===== src/rtl/lcrc_pkg.sv =====
// Shared definitions for the link-layer CRC checker.
// Holds the CRC-16 polynomial and initial value, field widths, the number of
// bit-serial CRC steps per frame, and the checker state encoding.
package lcrc_pkg;

  localparam logic [15:0] CRC_POLY = 16'h1021;
  localparam logic [15:0] CRC_INIT = 16'h0000;

  localparam int unsigned SEQ_W   = 12;
  localparam int unsigned TLP_W   = 96;
  localparam int unsigned CRC_W   = 16;
  localparam int unsigned FRAME_W = 128;

  // Bits covered by the CRC: sequence field plus TLP (frame_in[127:16]).
  localparam int unsigned CALC_BITS = 112;
  localparam int unsigned CNT_W     = $clog2(CALC_BITS + 1);
  localparam logic [CNT_W-1:0] CALC_LAST = CNT_W'(CALC_BITS);

  typedef enum logic [1:0] {
    IDLE,
    CALC,
    CHECK,
    REPORT
  } state_t;

endpackage


===== src/rtl/lcrc_serial.sv =====
// Bit-serial CRC-16 engine, MSB first, no final XOR.
// Ports:
//   clk, rst  - clock and asynchronous active-high reset
//   clear     - load CRC_INIT (has priority over shift_en)
//   shift_en  - advance the CRC by one message bit
//   data_in   - message bit for this step
//   crc       - current CRC register
module lcrc_serial
  import lcrc_pkg::*;
(
  input  logic             clk,
  input  logic             rst,
  input  logic             clear,
  input  logic             shift_en,
  input  logic             data_in,
  output logic [CRC_W-1:0] crc
);

  logic feedback;

  assign feedback = crc[CRC_W-1] ^ data_in;

  always_ff @(posedge clk or posedge rst) begin
    if (rst) begin
      crc <= CRC_INIT;
    end else if (clear) begin
      crc <= CRC_INIT;
    end else if (shift_en) begin
      crc <= {crc[CRC_W-2:0], 1'b0} ^ (feedback ? CRC_POLY : '0);
    end
  end

endmodule


===== config.mk =====
export PLATFORM = sky130hd
export DESIGN_NAME = lcrc_serial
export DESIGN_NICKNAME = d
export VERILOG_FILES = /design/src/rtl/lcrc_pkg.sv /design/src/rtl/lcrc_serial.sv
export SDC_FILE = /design/constraint.sdc
export NUM_CORES = 1
export LEC_CHECK = 0
export CAP_MARGIN = 20
export CORE_MARGIN = 8
export CORE_UTILIZATION = 47
export CTS_CLUSTER_DIAMETER = 150
export DETAILED_ROUTE_END_ITERATION = 10
export GPL_ROUTABILITY_DRIVEN = 0
export HOLD_SLACK_MARGIN = 0.03
export PLACE_DENSITY = 0.8
export SKIP_CTS_REPAIR_TIMING = 1
export SLEW_MARGIN = 20
export SYNTH_ARGS = -nofsm -noshare
export SYNTH_HDL_FRONTEND = slang
export SYNTH_SLANG_ARGS = --single-unit

===== constraint.sdc =====
create_clock -name clk -period 3.7 [get_ports clk]
set_clock_uncertainty 0.15 [all_clocks]
set_input_delay 0.37 -clock clk [delete_from_list [all_inputs] [get_ports clk]]
set_output_delay 0.37 -clock clk [all_outputs]
set_load 0.02 [all_outputs]

==> metrics.md <==
| Metric | Value |
|---|---|
| Status | completed |
| Pint | ~0.00026 W |
| Max Clk Rate | between 500 and 600 MHz |
| Static Leak | 0.441 nW |
| Most common cell after layout, fill and taps aside | clkdlybuf4s50_1 |
| Worst-Margin Slew | roughly 0.62 ns |
| Commonest non-fill, non-tap cells in the layout | clkdlybuf4s50_1, dfrtp_1, nor2_1 |
| Comb pwr share | roughly an eighth |
| DR vias | between 400 and 500 |
| Maximum clock path buffer count | 2 |
| Part of the power in registers | 54.4% |
| Syn Area/Cell | about 12 um2 |
| # rows | 14 |
| Maximum VDD drop | around 230 uV |
| Register area share after synthesis | 57.5% |
| Worst skew pair latency | approximately 0.28 ns |
| Post-synthesis cell area | approximately 700 um2 |
| Slew HR | roughly three fifths |
| Die Wd | about 55 um |
| Placed insts | between 90 and 100 |
| Diode count | 0 |
| Wire length per cell | 14.7 um |
| Worst-path clk slew | about 0.09 ns |
| TritonCTS Sinks | 16 |
| Pwr Density | approximately 360 nW/um2 |
| Fillers | between 100 and 150 |
| Sw frac | 23.3% |
| IO Port Bufs | 20 |
| Inserted Clock Buffers | 3 |
| Core Region | roughly 1500 um2 |
| Gr usage total | roughly a tenth |
| Initial Util | 47.9% |
| Root Driver | clkbuf_4 |
| Slew Viols, Final | 0 |
| CTS tree | yes |
| Ports | 21 |
| Synth unique cells | 15 |
| Net count, final | 86 |
| Die area | 2970 um2 |
| Detailed placement HPWL | approximately 1000 um |
| Area Growth Syn to Fin | 33.4% |
| Share of cells above drive strength 1 | 6.25% |
| Clock Power Share | 33.8% |
| Critical Path AT | 1.95 ns |
| Worst EP required | 3.77 ns |
| WHS | slightly below 0.3 ns |
| Post-layout min period | between 1.5 and 2 ns |
| Final TNS setup | 0 ns |
| Net Count, Synth | 64 |
| Number of flip-flops in the largest register | 16 |
| Vias per cell | ~5.1 |
| Top area cells in the synthesized netlist | dfrtp_1, mux2i_1, nor2_1, or4b_1, nand4b_1 |
| First-pass GRT wire length | 2190 um |
| Ys Warns | 0 |
| WL final | about 1400 um |
| Hold crit path type | input pin to asynchronous set/reset pin |
| Biggest registers after layout | crc: 16 flops |
| Residual DRC | 0 |
| Vias in the first global route | roughly 480 |
| CP startpoint kind | input pin |
| Initial DRC count | 6 |
| H-Tree Depth | 1 |
| # setup viols final | 0 |
| Worst-path fanout max | 11 |
| P_sw | 0.0000781 W |
| Largest net degree at the start of global routing | 21 |
| Initial antenna violation count | 0 |
| Initial DRT Pass Iterations | 3 |
| Synth Register Bits | 16 |
| Type of the worst setup path | input pin to flip-flop |
| Unrepaired setup endpoints after global routing | false |
| Final period utilization | roughly half |
| Largest reg by FF count | crc |
| GRT overflow | 0 |
| CP endpoint kind | flip-flop |
| Final Core Density | a little under two thirds |
| Fin. Hold Viols | 0 |
| Post-DRT Antenna Nets | 0 |
| Dominant cell type by area after synthesis | dfrtp_1 |
| Die height | 54.5 um |
| Final instance count without filler cells | 96 |
| MaxCap Viol Count | 0 |
| Synthesized instance count | between 50 and 60 |
| Share of the synthesized area in the top cell type | a little under three fifths |
==> stage by stage <==
step / area [um2] / power [W] / setup WS (ns)
floorplan: 697 / 0.000210 / 2.25
global placement: 893 / 0.000224 / 1.55
detailed placement: 893 / 0.000226 / 1.52
CTS: 930 / 0.000338 / 1.82
global route: 930 / 0.000351 / 1.78
finish: 930 / 0.000335 / 1.82
==> path summary, 6_finish.rpt <==
path	end	start	slack (ns)	depth (start not counted)
worst max-delay path	crc[12]	shift_en	1.82	4
worst min-delay path	crc[15]	rst	0.29	2
worst max register to register	crc[5]	crc[15]	2.21	3
worst min register to register	crc[12]	crc[12]	0.38	2
max in group asynchronous	crc[4]	rst	2.73	2
min in group clk	crc[12]	crc[12]	0.38	2
==> critical path: stages <==
cell	delay (ns)
clkdlybuf4s50_1	0.78
buf_4	0.29
or4b_1	0.44
nand3_1	0.07
==> synth_stat cells <==
| master | number |
|---|---|
| nand2_1 | 1 |
| buf_1 | 1 |
| buf_8 | 1 |
| mux2i_1 | 13 |
| buf_4 | 1 |
| xnor2_1 | 1 |
| o311ai_1 | 1 |
| nand3_1 | 1 |
| dfrtp_1 | 16 |
| nand4b_1 | 2 |
| inv_1 | 2 |
| buf_2 | 1 |
| or4b_1 | 2 |
| nor2_1 | 15 |
| a211oi_1 | 1 |
==> layout make-up <==
| cell class | instances | area, um2 | area share, % |
|---|---|---|---|
| Clock buffer | 4 | 36.3 | 3.90 |
| Inverter | 2 | 7.51 | 0.808 |
| Multi-Input combinational cell | 37 | 258 | 27.7 |
| Sequential cell | 16 | 400 | 43.1 |
| Tap cell | 16 | 20.0 | 2.15 |
| Timing Repair Buffer | 21 | 208 | 22.3 |
==> metal layers <==
layer  global-route usage [%]  wire [um]  vias up
li1                         -          -      242
met5                        0          0        -
met4                     6.15         16        0
met1                     11.6        650      237
met3                     4.89        111        2
met2                     16.0        628       13
==> power groups by stage <==
stage	Clock, W	Combinational (W)	Sequential (W)
2_1_floorplan	0	0.0000203	0.000190
3_3_place_gp	0	0.0000389	0.000185
3_5_place_dp	0	0.0000399	0.000186
4_1_cts	0.000116	0.0000400	0.000182
5_1_grt	0.000126	0.0000426	0.000183
6_report	0.000113	0.0000394	0.000182
==> cells by family (layout without fill, tap and decap cells) <==
group,after synthesis,count (layout),share of synthesized area (%)
compound gates,2,2,2.33
xor+xnor,1,1,1.26
buf+inv,6,27,5.56
flops,16,16,57.5
mux,13,13,18.7
simple gates,21,21,14.7
(Power assumes the default switching activity.)
